===== config.mk =====
export PLATFORM = sky130hd
export DESIGN_NAME = digit_serial_adder_flat
export DESIGN_NICKNAME = d
export VERILOG_FILES = /design/src/rtl/digit_serial_adder_if.sv /design/src/rtl/digit_serial_adder.sv /design/src/flat_wrapper.sv
export SDC_FILE = /design/constraint.sdc
export NUM_CORES = 1
export LEC_CHECK = 0
export CORE_ASPECT_RATIO = 0.9
export CORE_MARGIN = 2
export CORE_UTILIZATION = 30
export CTS_CLUSTER_DIAMETER = 40
export DETAILED_ROUTE_END_ITERATION = 6
export SYNTH_ARGS = -nofsm -noshare
export SYNTH_HDL_FRONTEND = slang
export SYNTH_SLANG_ARGS = --single-unit

===== constraint.sdc =====
create_clock -name clk -period 2.15 [get_ports clk]
set_input_delay 0.215 -clock clk [delete_from_list [all_inputs] [get_ports clk]]
set_output_delay 0.215 -clock clk [all_outputs]
set_load 0.02 [all_outputs]

===== src/rtl/digit_serial_adder_if.sv =====
// Handshake/data bundle for digit_serial_adder.
// The ovf signal exists only when DIGIT_SERIAL_ADDER_OVF_EN is defined.
interface digit_serial_adder_if #(
  parameter int WIDTH = 16
);
  logic             in_valid;
  logic             in_ready;
  logic [WIDTH-1:0] a;
  logic [WIDTH-1:0] b;
  logic             cin;
  logic             out_valid;
  logic             out_ready;
  logic [WIDTH-1:0] sum;
  logic             cout;
  logic             busy;
`ifdef DIGIT_SERIAL_ADDER_OVF_EN
  logic             ovf;

  modport master (
    output in_valid, a, b, cin, out_ready,
    input  in_ready, out_valid, sum, cout, busy, ovf
  );

  modport slave (
    input  in_valid, a, b, cin, out_ready,
    output in_ready, out_valid, sum, cout, busy, ovf
  );
`else
  modport master (
    output in_valid, a, b, cin, out_ready,
    input  in_ready, out_valid, sum, cout, busy
  );

  modport slave (
    input  in_valid, a, b, cin, out_ready,
    output in_ready, out_valid, sum, cout, busy
  );
`endif
endinterface


===== src/rtl/digit_serial_adder.sv =====
// Multi-cycle adder: WIDTH-bit a + b + cin, DIGIT bits per clock with a registered carry.
// Define DIGIT_SERIAL_ADDER_OVF_EN to add the signed-overflow flag (ovf).
module digit_serial_adder #(
  parameter int WIDTH = 16,
  parameter int DIGIT = 4
) (
  input logic                clk,
  input logic                rst_n,
  digit_serial_adder_if.slave bus
);

  localparam int N  = WIDTH / DIGIT;
  localparam int CW = (N > 1) ? $clog2(N) : 1;

  if (WIDTH < 1 || DIGIT < 1 || DIGIT > WIDTH || (WIDTH % DIGIT) != 0) begin : g_bad_cfg
    $error("digit_serial_adder: WIDTH must be a positive multiple of DIGIT");
  end

  typedef enum logic [1:0] {
    IDLE = 2'd0,
    ADD  = 2'd1,
    DONE = 2'd2
  } state_t;

  state_t           state;
  state_t           state_nx;
  logic [WIDTH-1:0] a_q;
  logic [WIDTH-1:0] b_q;
  logic [WIDTH-1:0] sum_q;
  logic             carry_q;
  logic             cout_q;
  logic [CW-1:0]    cnt;
  logic [DIGIT:0]   dsum;
  logic             last;
`ifdef DIGIT_SERIAL_ADDER_OVF_EN
  logic             ovf_q;
`endif

  // Operands shift right each ADD cycle, so the active digit is always the low DIGIT bits.
  always_comb begin
    dsum = {1'b0, a_q[DIGIT-1:0]} + {1'b0, b_q[DIGIT-1:0]} + {{DIGIT{1'b0}}, carry_q};
    last = (cnt == CW'(N - 1));
  end

  always_comb begin
    state_nx = state;
    unique case (state)
      IDLE:    if (bus.in_valid)  state_nx = ADD;
      ADD:     if (last)          state_nx = DONE;
      DONE:    if (bus.out_ready) state_nx = IDLE;
      default:                    state_nx = IDLE;
    endcase
  end

  always_ff @(posedge clk or negedge rst_n) begin
    if (!rst_n) begin
      state <= IDLE;
    end else begin
      state <= state_nx;
    end
  end

  always_ff @(posedge clk or negedge rst_n) begin
    if (!rst_n) begin
      a_q     <= '0;
      b_q     <= '0;
      sum_q   <= '0;
      carry_q <= 1'b0;
      cout_q  <= 1'b0;
      cnt     <= '0;
`ifdef DIGIT_SERIAL_ADDER_OVF_EN
      ovf_q   <= 1'b0;
`endif
    end else begin
      case (state)
        IDLE: begin
          if (bus.in_valid) begin
            a_q     <= bus.a;
            b_q     <= bus.b;
            carry_q <= bus.cin;
            cnt     <= '0;
            sum_q   <= '0;
`ifdef DIGIT_SERIAL_ADDER_OVF_EN
            ovf_q   <= 1'b0;
`endif
          end
        end
        ADD: begin
          a_q     <= a_q >> DIGIT;
          b_q     <= b_q >> DIGIT;
          carry_q <= dsum[DIGIT];
          cnt     <= cnt + 1'b1;
          for (int unsigned k = 0; k < N; k++) begin
            if (cnt == CW'(k)) sum_q[k*DIGIT +: DIGIT] <= dsum[DIGIT-1:0];
          end
          if (last) begin
            cout_q <= dsum[DIGIT];
`ifdef DIGIT_SERIAL_ADDER_OVF_EN
            // Carry into the MSB is recovered as a ^ b ^ s at that bit position.
            ovf_q  <= a_q[DIGIT-1] ^ b_q[DIGIT-1] ^ dsum[DIGIT-1] ^ dsum[DIGIT];
`endif
          end
        end
        default: ;
      endcase
    end
  end

  assign bus.in_ready  = (state == IDLE);
  assign bus.out_valid = (state == DONE);
  assign bus.busy      = (state != IDLE);
  assign bus.sum       = sum_q;
  assign bus.cout      = cout_q;
`ifdef DIGIT_SERIAL_ADDER_OVF_EN
  assign bus.ovf       = ovf_q;
`endif

endmodule


===== src/flat_wrapper.sv =====
// flat-port wrapper written by rule: the top's interface ports become plain ports
module digit_serial_adder_flat 
#(
  parameter int WIDTH = 16,
  parameter int DIGIT = 4
)
  (clk, rst_n, bus_in_valid, bus_a, bus_b, bus_cin, bus_out_ready, bus_in_ready, bus_out_valid, bus_sum, bus_cout, bus_busy);
  digit_serial_adder_if #(.WIDTH(WIDTH)) bus_i ();
  input logic clk;
  input logic rst_n;
  input wire logic [$bits(bus_i.in_valid)-1:0] bus_in_valid;
  input wire logic [$bits(bus_i.a)-1:0] bus_a;
  input wire logic [$bits(bus_i.b)-1:0] bus_b;
  input wire logic [$bits(bus_i.cin)-1:0] bus_cin;
  input wire logic [$bits(bus_i.out_ready)-1:0] bus_out_ready;
  output wire logic [$bits(bus_i.in_ready)-1:0] bus_in_ready;
  output wire logic [$bits(bus_i.out_valid)-1:0] bus_out_valid;
  output wire logic [$bits(bus_i.sum)-1:0] bus_sum;
  output wire logic [$bits(bus_i.cout)-1:0] bus_cout;
  output wire logic [$bits(bus_i.busy)-1:0] bus_busy;
  assign bus_i.in_valid = bus_in_valid;
  assign bus_i.a = bus_a;
  assign bus_i.b = bus_b;
  assign bus_i.cin = bus_cin;
  assign bus_i.out_ready = bus_out_ready;
  assign bus_in_ready = bus_i.in_ready;
  assign bus_out_valid = bus_i.out_valid;
  assign bus_sum = bus_i.sum;
  assign bus_cout = bus_i.cout;
  assign bus_busy = bus_i.busy;
  digit_serial_adder #(.WIDTH(WIDTH), .DIGIT(DIGIT)) u_core (.clk(clk), .rst_n(rst_n), .bus(bus_i));
endmodule

Word level (Yosys, flattened, before mapping)
Cells that the tools add are included.

Bits in registers: 54. Input bits: 37.

Add/subtract/negate cells: 3. Eq/ne operators: 11. Multiplexer cells: 18. Reduce and logical (&&, ||, !) cells: 11.

Operators by type and width (number): 16-bit one-hot mux with 2 select lines (3); 16-bit 2-to-1 mux (3); 4-bit 2-to-1 mux (4); 3-bit AND reduction (5); 2-bit 2-to-1 mux (4); 2-bit by 1-bit != test with 1-bit output (second input constant) (4); 2-bit equality test (second input constant) (3); 2-bit one-hot mux with 3 select lines (1); 4-bit by 4-bit adder with 5-bit output (1); 5-bit by 1-bit adder with 5-bit output (1); 2-bit by 1-bit equality test with 1-bit output (second input constant) (2); 2-bit logical NOT (2); 2-bit != test (second input constant) (2); 2-bit one-hot mux with 2 select lines (1); 2-bit AND reduction (2); 2-bit nonzero test (2); 2-bit by 1-bit adder with 2-bit output (second input constant) (1); 1-bit one-hot mux with 2 select lines (1); 1-bit 2-to-1 mux (1).

Logic depth before layout (Yosys ltp)
Gate-level depths: netlist (run 1).

Depth after elaboration: 4. Depth in mapped cells: 7.

Worst setup path before layout (run 1)
OpenSTA, ideal clock, no wires.

Path type: reg-to-reg. Start point: register u_core.carry_q. End point: register u_core.sum_q[1] (netlist: u_core.bus.sum[1]). Arrival: 1.585 ns. Required time: 2.085 ns. Slack: 0.500 ns. Cell stages (with the launch flop): 6. Clock period less this slack: 1.650 ns. Cell sequence: dfrtp_1 fa_1 inv_1 fa_1 nor2_1 mux2_2.

Word-level cells in the longest chain between the ends: 3.

Ends and longest elaborated chain: from (decl) (line digit_serial_adder.sv:30) `logic carry_q;`; from (signal assigned) (line digit_serial_adder.sv:80) `carry_q <= bus.cin;`; from (signal assigned) (line digit_serial_adder.sv:91) `carry_q <= dsum[DIGIT];`; 5-bit by 1-bit adder with 5-bit output (line digit_serial_adder.sv:41) `dsum = {1'b0, a_q[DIGIT-1:0]} + {1'b0, b_q[DIGIT-1:0]} + {{DIGIT{1'b0}}, carry_q};`; 4-bit 2-to-1 mux (line digit_serial_adder.sv:94) `if (cnt == CW'(k)) sum_q[k*DIGIT +: DIGIT] <= dsum[DIGIT-1:0];`; 16-bit one-hot mux with 2 select lines (line digit_serial_adder.sv:75) `case (state)`; to (signal, indexed assignment) (line digit_serial_adder.sv:94); to (decl) (line digit_serial_adder.sv:29) `logic [WIDTH-1:0] sum_q;`.

Every way passes these cells. The select of a mux whose other input is x is not followed. A chain may end at the register's enable or synchronous reset.

Final worst setup path (run 1)
Start point: register u_core.state[1]. End point: output bus_out_valid.

Word-level cells in the longest chain between the ends: 1.

Ends and longest elaborated chain: from (decl) (line digit_serial_adder.sv:25) `state_t state;`; from (signal assigned) (line digit_serial_adder.sv:59) `state <= state_nx;`; 2-bit equality test (line digit_serial_adder.sv:110) `assign bus.out_valid = (state == DONE);`; to (decl) (line flat_wrapper.sv:17) `output wire logic [$bits(bus_i.out_valid)-1:0] bus_out_valid;`.

Every way passes these cells.

==> results.json, run 1 <==
{
  "status": "complete, no violations",
  "worst_setup_path_start_kind": "flop",
  "async_flop_share": 1.000,
  "relSlewSlack": 0.6055,
  "timing.hold.ws_ns": 0.4293,
  "nets": 325,
  "timing.final.crit_share": 0.9132,
  "rows": 31,
  "design.core.area_um2": 8107,
  "setup_tns_ns": 0,
  "cts.sinks": 54,
  "max-clock-path-buffers": 2,
  "synth_top_family_by_area": "compound AO/OA/AOI/OAI gates",
  "finalCriticalPeriod_ns": 1.963,
  "synth-compound-area-share": 0.1438,
  "r2r_cells": 5,
  "synth.distinct_cells": 28,
  "ios": 57,
  "area_delta_synth_final_pct": 31.99,
  "instances_no_fill": 379,
  "viasPerCell": 4.728,
  "first_global_vias": 1866,
  "setup_viol": 0,
  "firstDrtPassIters": 4,
  "fillers": 788,
  "muxShareOfSynthArea": 0.1354,
  "final_cell_area_um2": 3329,
  "yosysSeqAreaShare": 0.5357,
  "die-area_um2": 9159,
  "synth_area_leader_cell": "dfrtp_1",
  "fin_skew_ns": 0.005358,
  "ys_ff_latch": 54,
  "endpoint_kind": "output port",
  "crit_arrival_ns": 1.75,
  "drv_cap": 0,
  "dp.cells": 370,
  "synth_simple_gate_area_frac": 0.07540,
  "hpwl_um": 3799,
  "vdd_drop_max_mv": 0.4175,
  "hold_class": "input port to asynchronous set/reset pin",
  "dpl_cell_area_um2": 3209,
  "endpoint": "bus_out_valid",
  "post-route-drc-count": 0,
  "layout_commonest_cell": "clkdlybuf4s50_1",
  "syn-num-nets": 271,
  "crit_path_max_fanout": 9,
  "clock_latency_ns": 0.31,
  "path_clk_slew_ns": 0.09,
  "cts_resized": 0,
  "power_density_nw_per_um2": 1472,
  "finalMaxSlewViolations": 0,
  "criticalPathCategory": "flop to output port",
  "synth_area_leaders": "dfrtp_1, mux2i_1, o21ai_0, nand2_1, mux2_2",
  "met1_usage": 0.1722,
  "synth_flop_cell": "dfrtp_1",
  "syn_avg_cell_area_um2": 11.21,
  "rrSetupSlack_ns": 0.33,
  "synthAdderAreaFrac": 0.05060,
  "final_cell_mix": "clkdlybuf4s50_1, dfrtp_1, nand2_1",
  "drt_iter0_markers": 77,
  "h-tree-depth": 2,
  "n_antenna_cell": 0,
  "tightest_slew_ns": 0.5917,
  "grt.met2_usage": 0.1911,
  "postCtsSetupRepairBufs": 0,
  "leakage_nw": 1.530,
  "r2r-start": "u_core.carry_q$_DFFE_PN0P_",
  "grtUsageMet3": 0.02386,
  "top_usage_layer": "met2",
  "ys_warn_count": 0,
  "worstPathRequired_ns": 1.93,
  "cts-buffers-inserted": 5,
  "hold_violations": 0,
  "grt_use_total": 0.1264,
  "antenna_found_initial": 0,
  "vias": 1792,
  "synth_area_um2": 2522,
  "grt_max_degree": 63,
  "syn_inst": 225,
  "power.total_mw": 4.901,
  "initial_core_util": 0.3112,
  "root_buffer": "clkbuf_8",
  "synth-edff-count": 0,
  "layout-drive-gt1-share": 0.09286,
  "wl_um": 5303,
  "cts_tree": "built",
  "r2r-end": "u_core.bus.sum[5]$_DFFE_PN0P_",
  "rsz0062_at_grt": "no",
  "fmax_ghz": 0.5093,
  "place.gp.congestion": 0.7153,
  "grt_pass1_wl_um": 9052,
  "die_h_um": 90.99,
  "synth_xor_area_frac": 0.006944,
  "fp.dieW_um": 100.7,
  "startpoint": "u_core.state[1]$_DFFE_PN0P_",
  "routedWlPerCell_um": 13.99,
  "overflow": 0,
  "yosysTopAreaCellShare": 0.5357,
  "io_buffers": 56,
  "ant_nets": 0
}
per-layer routing:
layer | wire [um] | part of all wire | vias to the layer above
met1 | 2551 | 0.48 | 871
li1 | - | - | 874
met3 | 214 | 0.040 | 10
met2 | 2398 | 0.45 | 37
met4 | 139 | 0.026 | 0
met5 | 0 | 0 | -
cell usage after synthesis, types with 2 or more instances:
| cell | instances |
|---|---|
| a32o_1 | 4 |
| fa_1 | 2 |
| nand2_1 | 31 |
| mux2_2 | 9 |
| o21ai_0 | 26 |
| a22o_1 | 11 |
| dfrtp_1 | 54 |
| nor2b_1 | 2 |
| o22ai_1 | 2 |
| nor2_1 | 3 |
| o21bai_1 | 2 |
| inv_1 | 14 |
| mux2i_1 | 24 |
| ha_1 | 7 |
| a21oi_1 | 6 |
| buf_4 | 5 |
| nand2b_1 | 3 |
| buf_2 | 6 |
| clkbuf_1 | 3 |
| a21o_1 | 3 |
area by class of cell:
type | count | area [um2] | area share
flip-flops and latches | 54 | 1351 | 0.4059
multi-input cells | 143 | 1059 | 0.3179
repair buffers | 61 | 633.1 | 0.1902
well taps | 99 | 123.9 | 0.03720
clock buffers | 8 | 110.1 | 0.03307
inverters | 14 | 52.55 | 0.01578
kinds of logic after synthesis:
logic type                 Yosys count
xor gates and xnor gates             2
DFF                                 54
AOI/OAI and AO/OA                   56
buffers and inverters               28
and+or+nand+nor                     43
muxes                               33
adders and majority gates            9
sequential cells by signal, indices dropped and copies added, names as in the netlist:
name and flops:
u_core.bus.sum 16, u_core.b_q 16, u_core.carry_q 1, u_core.state 2
u_core.cnt 2, u_core.bus.cout 1, u_core.a_q 16
timing repair:
action                     in CTS  in global routing
setup endpoints to repair       0                  0
hold endpoints to repair       24                  0
hold buffers                    1                  0
worst max-delay path: stages (launching register included):
cell	delay [ns]
dfrtp_1	0.58
nor2b_1	0.22
clkdlybuf4s50_1	0.63
power by group:
group / internal, mW / total, mW / switching [mW]
registers: 1.45 / 1.74 / 0.295
logic: 1.21 / 2.50 / 1.29
clock network: 0.326 / 0.656 / 0.330
total: 2.99 / 4.90 / 1.92
worst min path at each step:
stage              start                            end  slack, ns  depth (start not counted)
6_report           rst_n  u_core.bus.sum[9]$_DFFE_PN0P_       0.43                          2
5_1_grt        bus_a[15]     u_core.a_q[15]$_DFFE_PN0P_       0.49                          2
4_1_cts            rst_n  u_core.bus.sum[9]$_DFFE_PN0P_       0.45                          2
3_5_place_dp       rst_n  u_core.bus.sum[9]$_DFFE_PN0P_       0.25                          1
3_3_place_gp       rst_n  u_core.bus.sum[9]$_DFFE_PN0P_       0.26                          1
2_1_floorplan      rst_n      u_core.a_q[0]$_DFFE_PN0P_      -0.08                          0
stage by stage:
stage / utilization / setup slack [ns]
3_5_place_dp: 0.3959 / 0.3399
3_3_place_gp: 0.3959 / 0.3476
5_1_grt: 0.4107 / 0.1176
6_report: 0.4107 / 0.1867
2_1_floorplan: - / 0.5004
4_1_cts: 0.4107 / 0.1548
No activity file was read; power rests on OpenSTA's default activity.
==> run 2, diff against run 1 <==
--- a/config.mk
+++ b/config.mk
@@ -6,7 +6,6 @@
 export NUM_CORES = 1
 export LEC_CHECK = 0
 export CORE_ASPECT_RATIO = 0.9
-export CORE_MARGIN = 2
 export CORE_UTILIZATION = 30
 export CTS_CLUSTER_DIAMETER = 40
 export DETAILED_ROUTE_END_ITERATION = 6
==> run 2 against run 1 <==
  * Total power is 1.1% lower
  * Maximum frequency is 0.81% higher
  * Worst setup slack better by 0.016 ns
  * Critical endpoint unchanged
  * Utilization is 0.23 points lower
  * Flip-flop and latch count stayed put
==> results.json, run 2 (synthesis results as in run 1) <==
{
  "status": "complete, no violations",
  "ant_nets": 0,
  "cts.sinks": 54,
  "dpl_cell_area_um2": 3209,
  "drt_iter0_markers": 46,
  "timing.hold.ws_ns": 0.4499,
  "routedWlPerCell_um": 13.83,
  "path_clk_slew_ns": 0.10,
  "area_delta_synth_final_pct": 31.25,
  "die-area_um2": 8779,
  "vdd_drop_max_mv": 0.5351,
  "antenna_found_initial": 0,
  "rsz0062_at_grt": "no",
  "crit_path_max_fanout": 9,
  "final_cell_area_um2": 3311,
  "cts_tree": "built",
  "worst_setup_path_start_kind": "flop",
  "hpwl_um": 3819,
  "criticalPathCategory": "flop to output port",
  "wl_um": 5242,
  "finalCriticalPeriod_ns": 1.948,
  "slowest_stage": "clkdlybuf4s50_1",
  "fmax_ghz": 0.5135,
  "firstDrtPassIters": 4,
  "grt_pass1_wl_um": 8852,
  "layout-drive-gt1-share": 0.08929,
  "cts-buffers-inserted": 5,
  "first_global_vias": 1769,
  "nets": 325,
  "grt_use_total": 0.1295,
  "setup_tns_ns": 0,
  "power_density_nw_per_um2": 1464,
  "n_antenna_cell": 0,
  "overflow": 0,
  "layout_commonest_cell": "clkdlybuf4s50_1",
  "die_h_um": 88.99,
  "finalMaxSlewViolations": 0,
  "max-clock-path-buffers": 2,
  "postCtsHoldBufs": 1,
  "final_cell_mix": "clkdlybuf4s50_1, dfrtp_1, nand2_1",
  "io_buffers": 56,
  "clock_latency_ns": 0.30,
  "vias": 1789,
  "crit_path_max_incr_delay_ns": 0.63,
  "initial_core_util": 0.3112,
  "place.gp.congestion": 0.7223,
  "hold_class": "input port to asynchronous set/reset pin",
  "root_buffer": "clkbuf_8",
  "ios": 57,
  "r2r_cells": 5,
  "rows": 31,
  "endpoint_kind": "output port",
  "tightest_slew_ns": 0.6176,
  "leakage_nw": 1.521,
  "post-route-drc-count": 0,
  "setup_viol": 0,
  "fin_skew_ns": 0.01067,
  "worstPathRequired_ns": 1.93,
  "power.total_mw": 4.845,
  "drv_cap": 0,
  "h-tree-depth": 2,
  "timing.final.crit_share": 0.9059,
  "relSlewSlack": 0.5883,
  "cp_cell_sequence": "nor2b_1 -> clkdlybuf4s50_1",
  "postCtsSetupRepairBufs": 0,
  "cts_resized": 0,
  "crit_arrival_ns": 1.73,
  "hold_violations": 0,
  "fp.dieW_um": 98.66,
  "design.core.area_um2": 8107,
  "grt_max_degree": 63,
  "viasPerCell": 4.720
}
## run 2: report_power, final
part	leakage, nW	total, mW	switching (mW)	internal, mW
Clock	0.0482	0.575	0.314	0.261
Sequential	0.691	1.75	0.299	1.45
Combinational	0.782	2.52	1.31	1.22
Total	1.52	4.85	1.92	2.92
## run 2: through the flow
step,cells,utilization,setup slack [ns]
2_1_floorplan,225,-,0.5004
3_3_place_gp,370,0.3959,0.3426
3_5_place_dp,370,0.3959,0.2704
4_1_cts,379,0.4084,0.1962
5_1_grt,379,0.4084,0.07672
6_report,379,0.4084,0.2024
## run 2: area by class of cell
| cell class | count | area, um2 |
|---|---|---|
| well taps | 99 | 123.9 |
| clock buffers | 7 | 86.33 |
| clock inverters | 1 | 5.005 |
| fillers | 798 | 4796 |
| multi-input cells | 143 | 1059 |
| repair buffers | 61 | 633.1 |
| inverters | 14 | 52.55 |
| flip-flops and latches | 54 | 1351 |
## run 2: per-layer routing
layer  up-vias  GRT usage  share of wire
met2        36     0.2125           0.47
met5         -          0              0
met4         0    0.04478          0.012
met3         5    0.02346          0.034
li1        877          -              -
met1       871     0.1747           0.48
## run 2: path summary, 6_finish.rpt
kind                                                       to                         from  slack, ns
worst max-delay path                            bus_out_valid  u_core.state[1]$_DFFE_PN0P_       0.20
worst min-delay path            u_core.bus.sum[1]$_DFFE_PN0P_                        rst_n       0.45
worst max register to register  u_core.bus.sum[1]$_DFFE_PN0P_   u_core.carry_q$_DFFE_PN0P_       0.26
worst min register to register     u_core.b_q[11]$_DFFE_PN0P_   u_core.b_q[11]$_DFFE_PN0P_       0.48
max in group asynchronous           u_core.a_q[8]$_DFFE_PN0P_                        rst_n       1.12
min in group clk                   u_core.b_q[11]$_DFFE_PN0P_   u_core.b_q[11]$_DFFE_PN0P_       0.48
## run 2: worst max-delay path, delay by kind of cell (launching register included)
kind,cells,cell delay (ns)
buffers and inverters,1,0.63
and+or+nand+nor,1,0.23
DFF,1,0.57
